==> config.mk <==
export PLATFORM = sky130hd
export DESIGN_NAME = conv_window_feeder
export DESIGN_NICKNAME = d
export VERILOG_FILES = /design/src/rtl/conv_window_feeder.sv
export SDC_FILE = /design/constraint.sdc
export NUM_CORES = 1
export LEC_CHECK = 0
export ABC_AREA = 0
export CAP_MARGIN = 40
export CORE_MARGIN = 3
export CORE_UTILIZATION = 40
export DETAILED_ROUTE_END_ITERATION = 8
export PLACE_DENSITY = 0.79
export SLEW_MARGIN = 20
export SYNTH_ARGS = -nofsm -noshare
export SYNTH_HDL_FRONTEND = slang
export SYNTH_SLANG_ARGS = --single-unit
export TNS_END_PERCENT = 20
==> constraint.sdc <==
create_clock -name clk -period 2.6 [get_ports clk]
set_clock_uncertainty 0.1 [all_clocks]
set_input_delay 0.26 -clock clk [delete_from_list [all_inputs] [get_ports clk]]
set_output_delay 0.26 -clock clk [all_outputs]
set_load 0.05 [all_outputs]
==> src/rtl/conv_window_feeder.sv <==
// Gathers a 3x3 pixel window and its weights, starts the conv engine, and returns its result.
// Optional build macro CONV_FEEDER_RELU_EN clamps negative results to zero.
module conv_window_feeder #(
  parameter int DW      = 16,
  parameter int KN      = 9,
  parameter int TIMEOUT = 1023
) (
  input  logic             clk,
  input  logic             rst_n,
  input  logic [DW-1:0]    in_data,
  input  logic             in_valid,
  output logic             in_ready,
  input  logic             reuse_w,
  output logic [DW*KN-1:0] im,
  output logic [DW*KN-1:0] iw,
  output logic             conv_ready,
  input  logic [DW-1:0]    om,
  input  logic             conv_valid,
  output logic [DW-1:0]    out_data,
  output logic             out_valid,
  input  logic             out_ready,
  output logic             busy,
  output logic             timeout_err
);

  // state    | meaning
  // LOAD_IM  | accepting pixels into im slots
  // LOAD_IW  | accepting weights into iw slots
  // START    | one-cycle start strobe to the engine
  // WAIT     | waiting for a rising conv_valid, watchdog running
  // OUT      | holding the result until downstream accepts it
  typedef enum logic [2:0] {
    S_LOAD_IM,
    S_LOAD_IW,
    S_START,
    S_WAIT,
    S_OUT
  } state_t;

  localparam int CW = $clog2(KN + 1);
  localparam int WW = (TIMEOUT > 1) ? $clog2(TIMEOUT + 1) : 1;

  state_t        state, state_nxt;
  logic [CW-1:0] cnt;
  logic          reuse_q;
  logic          w_loaded;
  logic          prev_valid;
  logic [WW-1:0] wd;
  logic [DW-1:0] im_q [KN];
  logic [DW-1:0] iw_q [KN];

  logic          accept;
  logic          last;
  logic          reuse_eff;
  logic          rise;
  logic          wd_expire;
  logic [DW-1:0] result;

  for (genvar k = 0; k < KN; k++) begin : g_pack
    assign im[DW*k +: DW] = im_q[k];
    assign iw[DW*k +: DW] = iw_q[k];
  end

  assign accept     = in_valid & in_ready;
  assign last       = (cnt == CW'(KN - 1));
  assign reuse_eff  = (cnt == '0) ? reuse_w : reuse_q;
  assign rise       = conv_valid & ~prev_valid;
  // Watchdog counts down from TIMEOUT; the TIMEOUT-th WAIT cycle aborts.
  assign wd_expire  = (TIMEOUT != 0) && (wd == WW'(1));
  assign conv_ready = (state == S_START);
  assign busy       = !((state == S_LOAD_IM) && (cnt == '0));

`ifdef CONV_FEEDER_RELU_EN
  assign result = om[DW-1] ? '0 : om;
`else
  assign result = om;
`endif

  always_comb begin
    state_nxt = state;
    case (state)
      S_LOAD_IM: if (accept && last) state_nxt = (reuse_eff && w_loaded) ? S_START : S_LOAD_IW;
      S_LOAD_IW: if (accept && last) state_nxt = S_START;
      S_START:   state_nxt = S_WAIT;
      S_WAIT: begin
        if (rise)           state_nxt = S_OUT;
        else if (wd_expire) state_nxt = S_LOAD_IM;
      end
      S_OUT:     if (out_valid && out_ready) state_nxt = S_LOAD_IM;
      default:   state_nxt = S_LOAD_IM;
    endcase
  end

  always_ff @(posedge clk or negedge rst_n) begin
    if (!rst_n) begin
      state       <= S_LOAD_IM;
      cnt         <= '0;
      reuse_q     <= 1'b0;
      w_loaded    <= 1'b0;
      prev_valid  <= 1'b0;
      wd          <= '0;
      in_ready    <= 1'b0;
      out_valid   <= 1'b0;
      out_data    <= '0;
      timeout_err <= 1'b0;
      for (int k = 0; k < KN; k++) begin
        im_q[k] <= '0;
        iw_q[k] <= '0;
      end
    end else begin
      state       <= state_nxt;
      // Registered so that ready falls the cycle after the final beat.
      in_ready    <= (state_nxt == S_LOAD_IM) || (state_nxt == S_LOAD_IW);
      timeout_err <= 1'b0;
      case (state)
        S_LOAD_IM: begin
          if (accept) begin
            im_q[cnt] <= in_data;
            if (cnt == '0) reuse_q <= reuse_w;
            cnt <= last ? '0 : cnt + CW'(1);
          end
        end
        S_LOAD_IW: begin
          if (accept) begin
            iw_q[cnt] <= in_data;
            if (last) begin
              cnt      <= '0;
              w_loaded <= 1'b1;
            end else begin
              cnt <= cnt + CW'(1);
            end
          end
        end
        S_START: begin
          wd         <= WW'(TIMEOUT);
          prev_valid <= conv_valid;
        end
        S_WAIT: begin
          prev_valid <= conv_valid;
          if (rise) begin
            out_data  <= result;
            out_valid <= 1'b1;
          end else if (wd_expire) begin
            timeout_err <= 1'b1;
            w_loaded    <= 1'b0;
            cnt         <= '0;
          end else if (wd != '0) begin
            wd <= wd - WW'(1);
          end
        end
        S_OUT: begin
          if (out_ready) out_valid <= 1'b0;
        end
        default: ;
      endcase
    end
  end

endmodule

# --- Yosys cells after proc, flatten, opt, wreduce, memory -nomap -nowiden ---
# Cells that the tools add are included.
totals:
  regBits: 327
  in_bits: 38
  out_inout_bits: 309
  wordCells: 108
op_classes:
  add_sub_neg: 2
  n_lt_le_gt_ge: 2
  eq_ne: 16
  n_mux: 32
  bitwise: 4
  n_reduce_logical: 24
op_table:
  columns: ["cell", "count"]
  rows:
  - ["144-bit bitwise mux", 2]
  - ["16-bit demux with 4-bit select", 1]
  - ["10-bit two-way mux", 3]
  - ["10-bit one-hot mux with 2 select lines", 1]
  - ["16-bit two-way mux", 1]
  - ["4-bit two-way mux", 4]
  - ["2-bit inequality test, second input constant", 8]
  - ["3-bit two-way mux", 5]
  - ["3-bit one-hot mux with 5 select lines", 1]
  - ["10-bit by 1-bit == test with 1-bit output, second input constant", 1]
  - ["1-bit two-way mux", 10]
  - ["10-bit nonzero test", 1]
  - ["10-bit by 1-bit subtractor with 10-bit output, second input constant", 1]
  - ["4-bit one-hot mux with 2 select lines", 1]
  - ["4-bit AND reduction", 2]
  - ["2-bit nonzero test", 4]
  - ["3-bit by 1-bit == test with 1-bit output, second input constant", 2]
  - ["3-bit by 2-bit == test with 1-bit output, second input constant", 2]
  - ["3-bit zero test", 2]
  - ["2-bit AND reduction", 3]
  - ["5-bit greater-or-equal comparator, second input constant", 1]
  - ["1-bit logical AND", 5]
  - ["5-bit by 1-bit less-than comparator with 1-bit output, second input constant", 1]
  - ["4-bit NOT with 5-bit output", 1]
  - ["14 further kinds", 17]

# --- Depth between registers and ports, before layout ---
# Gate-level depths: netlist of run 1.
logic_depth:
  ltp_word: 8
  mapped_depth: 7
  ltp_nobuf: 6

# --- Least setup slack after synthesis of run 1 ---
# Ideal clock, no wire load.
synth_timing:
  kind: "flip-flop to flip-flop"
  start: "reg in_ready"
  end: "reg iw_q (netlist bit iw[10])"
  setup_ns: 0.127
  t_arrival_ns: 2.125
  required_time_ns: 2.373
  slack_ns: 0.248
  path_stages_with_launch: 6
  n_path_buf: 1
  synth_period_minus_slack_ns: 2.352
  cell_sequence: "dfrtp_1 -> nand3b_4 -> or2_1 -> nor4b_4 -> buf_6 -> mux2_1"
synth_between:
  elab_chain_cells: 2
synth_lines:
  columns: ["element", "line", "rtl"]
  rows:
  - ["start: declaration", "12", "output logic in_ready,"]
  - ["start signal: assignment", "113", "in_ready <= (state_nxt == S_LOAD_IM) || (state_nxt == S_LOAD_IW);"]
  - ["1-bit AND", "64", "assign accept = in_valid & in_ready;"]
  - ["2-bit AND reduction (no line)", null, null]
  - ["end signal: indexed assignment", "125", "iw_q[cnt] <= in_data;"]
  - ["end: declaration", "50", "logic [DW-1:0] iw_q [KN];"]
# Every way passes these cells.
# A chain may end at the register's enable or synchronous reset.

# --- Final worst setup path of run 1 ---
layout_timing:
  start: "reg cnt[0]"
  end: "out busy"
layout_between:
  elab_chain_cells: 3
layout_lines:
  columns: ["element", "line", "rtl"]
  rows:
  - ["start: declaration", "44", "logic [CW-1:0] cnt;"]
  - ["start signal: assignment", "120", "cnt <= last ? '0 : cnt + CW'(1);"]
  - ["start signal: assignment", "130", "cnt <= cnt + CW'(1);"]
  - ["4-bit zero test", "71", "assign busy = !((state == S_LOAD_IM) && (cnt == '0));"]
  - ["1-bit logical AND", "71", null]
  - ["1-bit zero test", "71", null]
  - ["end: declaration", "22", "output logic busy,"]
# Every way passes these cells.

==> flow_summary_export.csv, run 1 <==
group,metric,value,unit
outcome,status,"finished, final reports clean",
critical_path,cp_top_family,"simple AND/OR/NAND/NOR gates",
global_route,overflow,0,
detailed_routing,wl,36700,um
clock_network,clock_latency,0.50,ns
clock_network,tritoncts,"yes",
sta,finalSetupViolations,0,
global_route,grt_busiest_layer,"met2",
detailed_routing,drtIter0Drc,398,
synthesis,syn_avg_cell_area,15.5,um^2
global_route,grtUsageMet1,0.275,
critical_path,worst_setup_path_start_kind,"register",
sta,tightest_slew,0.793,ns
global_route,use_met3,0.0605,
sta,final_max_slew_viol_count,0,
power,power.density,778,nW/um^2
placement,dpl-instance-area,17100,um^2
synthesis,synth_edf_count,0,
cells_and_area,fillers,2495,
critical_path,end_kind,"output pin",
placement,port_buffers,346,
critical_path,path_class,"register to output pin",
placement,place.detailed.instances,1576,
detailed_routing,vias,8447,
global_route,grt_util_met2,0.355,
power,leakage,8.65,nW
clock_network,htree_levels,2,
sta,final-hold-violation-count,0,
cells_and_area,n_antenna_cell,0,
clock_network,cts_root_buffer,"clkbuf_16",
critical_path,critical-path-max-stage-delay,0.44,ns
die,initial_core_util,0.406,
sta,tns,0,ns
clock_network,clkTransAtPathRegs,0.06,ns
synthesis,synth_ff_type,"dfrtp_1",
critical_path,crit_fanout,6,
critical_path,critPathBufInv,2,
power,ir_drop,0.525,mV
sta,rsz0062_at_grt,"no",
synthesis,synth_fp_nets,872,
detailed_routing,drt_first_pass_iters,4,
placement,post-dp-hpwl,25700,um
clock_network,cts.sinks,327,
die,die_h,185,um
sta,finalCritPeriodShare,0.909,
cells_and_area,fin_cells,1640,
synthesis,mappedNetlistArea,12900,um^2
detailed_routing,vias_per_cell,5.15,
global_route,antenna_found_initial,0,
global_route,grt_pass1_vias,8922,
sta,relSlewSlack,0.470,
synthesis,synth.distinct_cells,52,
cells_and_area,drive_above_1_share,0.344,
global_route,grtUsageTotal,0.212,
clock_network,clk_path_buf_depth,3,
detailed_routing,ant_nets,0,
die,dieArea,34300,um^2
cells_and_area,nets,1259,
synthesis,synthArstFlopShare,1.00,
critical_path,cp_slowest_cell,"dfrtp_1",
flow_run,drv_cap,0,
global_route,grt_max_degree,61,
sta,clock.fmax,423,MHz
clock_network,numCtsBuffers,36,
detailed_routing,drc,0,
placement,place.gp.congestion,0.799,
cells_and_area,stdcell_area,18300,um^2
synthesis,synth_warnings,0,
critical_path,cp.arrival,2.00,ns
cells_and_area,area_delta_synth_final,42.3,%
global_route,grt_first_pass_wirelength,55300,um
cells_and_area,multiInputGateArea,4430,um^2
synthesis,ys_seq_area_frac,0.637,
detailed_routing,wl_per_cell,22.4,um
worst_hold_path,hold_class,"input port to asynchronous set/reset pin",
die,row_count,65,
synthesis,ys_ff_latch,327,
sta,period_minus_slack,2.36,ns
critical_path,crit_required,2.24,ns
die,die_x,185,um
die,boundaryPins,347,
cells_and_area,regArea,8180,um^2
synthesis,synthCells,827,
critical_path,crit_path_cell_trace,"inv_1 -> ha_1 -> nor3b_2 -> nand2_1 -> buf_4",
die,core_area,31600,um^2
-- power breakdown --
group	switching, W	internal, W	total, W	leakage (nW)
sequential	0.000296	0.00553	0.00582	4.46
combinational	0.00213	0.00114	0.00327	3.60
clock	0.00200	0.00314	0.00514	0.591
-- metal layers --
| layer | share of wire | wire length (um) |
|---|---|---|
| met1 | 0.42 | 15300 |
| met2 | 0.48 | 17700 |
| met3 | 0.081 | 2970 |
| met4 | 0.019 | 709 |
| met5 | 0 | 0 |
-- path summary, 6_finish.rpt --
check | cells past startpoint | endpoint | slack, ns | startpoint
worst max-delay path | 5 | busy | 0.24 | cnt[0]
worst min register to register | 1 | iw[10] | 0.39 | iw[10]
worst min-delay path | 2 | im[40] | 0.22 | rst_n
worst max register to register | 7 | im[131] | 0.39 | cnt[0]
max in group asynchronous | 3 | im[67] | 1.46 | rst_n
min in group clk | 2 | out_data[12] | 0.27 | om[12]
-- layout by cell type, fill, tap and decap left out, types with 2 or more instances in the layout --
master and n:
inv_1 6, clkdlybuf4s50_1 343, a21oi_1 8, or3b_1 4
dfrtp_1 327, bufinv_16 3, or2_1 2, clkbuf_1 5
nor3_1 9, mux2_2 295, nand2_1 19, nand2b_1 3
nand4_1 2, nand3_1 7, nor3_4 2, nor2_1 16
clkinvlp_4 2, nor4_1 4, buf_4 39, a41oi_1 2
nand2_2 10, clkinv_2 4, inv_6 3, mux2_1 10
nand3b_1 3, buf_12 9, ha_1 7, nor4_4 2
clkbuf_8 8, and3b_1 4, or4_1 3, nor2b_1 3
clkbuf_16 37, mux2i_1 3, o21ai_0 8
-- metrics by stage --
step | total power [W] | setup WS (ns) | util | hold slack, ns
floorplan | 0.00787 | 0.248 | - | -0.136
global placement | 0.00913 | 0.253 | 0.539 | 0.164
detailed placement | 0.00919 | 0.179 | 0.539 | 0.173
CTS | 0.0144 | 0.186 | 0.578 | 0.225
global route | 0.0148 | 0.0533 | 0.578 | 0.251
finish | 0.0142 | 0.236 | 0.578 | 0.224
-- registers in the layout, indices dropped and copies added, names as in the netlist --
signal	count
out_valid	1
state	3
out_data	16
in_ready	1
wd	10
cnt	4
timeout_err	1
w_loaded	1
prev_valid	1
iw	144
im	144
reuse_q	1
-- layout make-up --
class                           count  share of cell area
Tap cell                          402              0.0275
Timing Repair Buffer              394               0.216
Multi-Input combinational cell    449               0.242
Clock inverter                     12             0.00828
Clock buffer                       50              0.0577
Sequential cell                   327               0.448
Inverter                            6             0.00123
-- kinds of logic after synthesis --
| family | Yosys count | synth area share |
|---|---|---|
| and+or+nand+nor | 107 | 0.0542 |
| DFF | 327 | 0.637 |
| adders and majority gates | 7 | 0.00681 |
| muxes | 308 | 0.270 |
| buffers and inverters | 51 | 0.0197 |
| AOI/OAI and AO/OA | 27 | 0.0130 |
-- synthesized netlist by cell type, types with 2 or more instances --
cell / count / share of area
nor2b_1: 3 / 0.0015
o21ai_0: 8 / 0.0031
nor4_1: 4 / 0.0019
buf_2: 19 / 0.0074
dfrtp_1: 327 / 0.64
or2_1: 2 / 0.00097
nand3_1: 7 / 0.0027
mux2_2: 295 / 0.26
nand2_1: 19 / 0.0055
nor3_2: 2 / 0.0016
mux2_1: 10 / 0.0088
ha_1: 7 / 0.0068
nand3b_1: 3 / 0.0018
buf_6: 2 / 0.0018
nor2_1: 16 / 0.0047
clkbuf_1: 18 / 0.0053
nand2b_1: 3 / 0.0015
nor4_4: 2 / 0.0033
or3b_1: 4 / 0.0027
inv_1: 6 / 0.0018
nor3_1: 9 / 0.0035
a21oi_1: 8 / 0.0031
and3b_1: 4 / 0.0027
nand2_2: 10 / 0.0049
or4_1: 3 / 0.0018
mux2i_1: 3 / 0.0023
buf_4: 6 / 0.0035
nand4_1: 2 / 0.00097
a41oi_1: 2 / 0.0014
-- repair_timing --
action                     4_1_cts  5_1_grt
setup endpoints to repair        1        0
hold buffers                     1        0
hold endpoints to repair        50        0
buffers inserted                 0        0
gates resized for setup          1        0
Note: power is estimated with default switching activity, not from simulation.
==> run 2: changes to the inputs <==
Settings changed: HOLD_SLACK_MARGIN set to 0.12.
==> results of run 2 <==
Same layout as run 1: the final DEF is identical, and so are final timing and power.
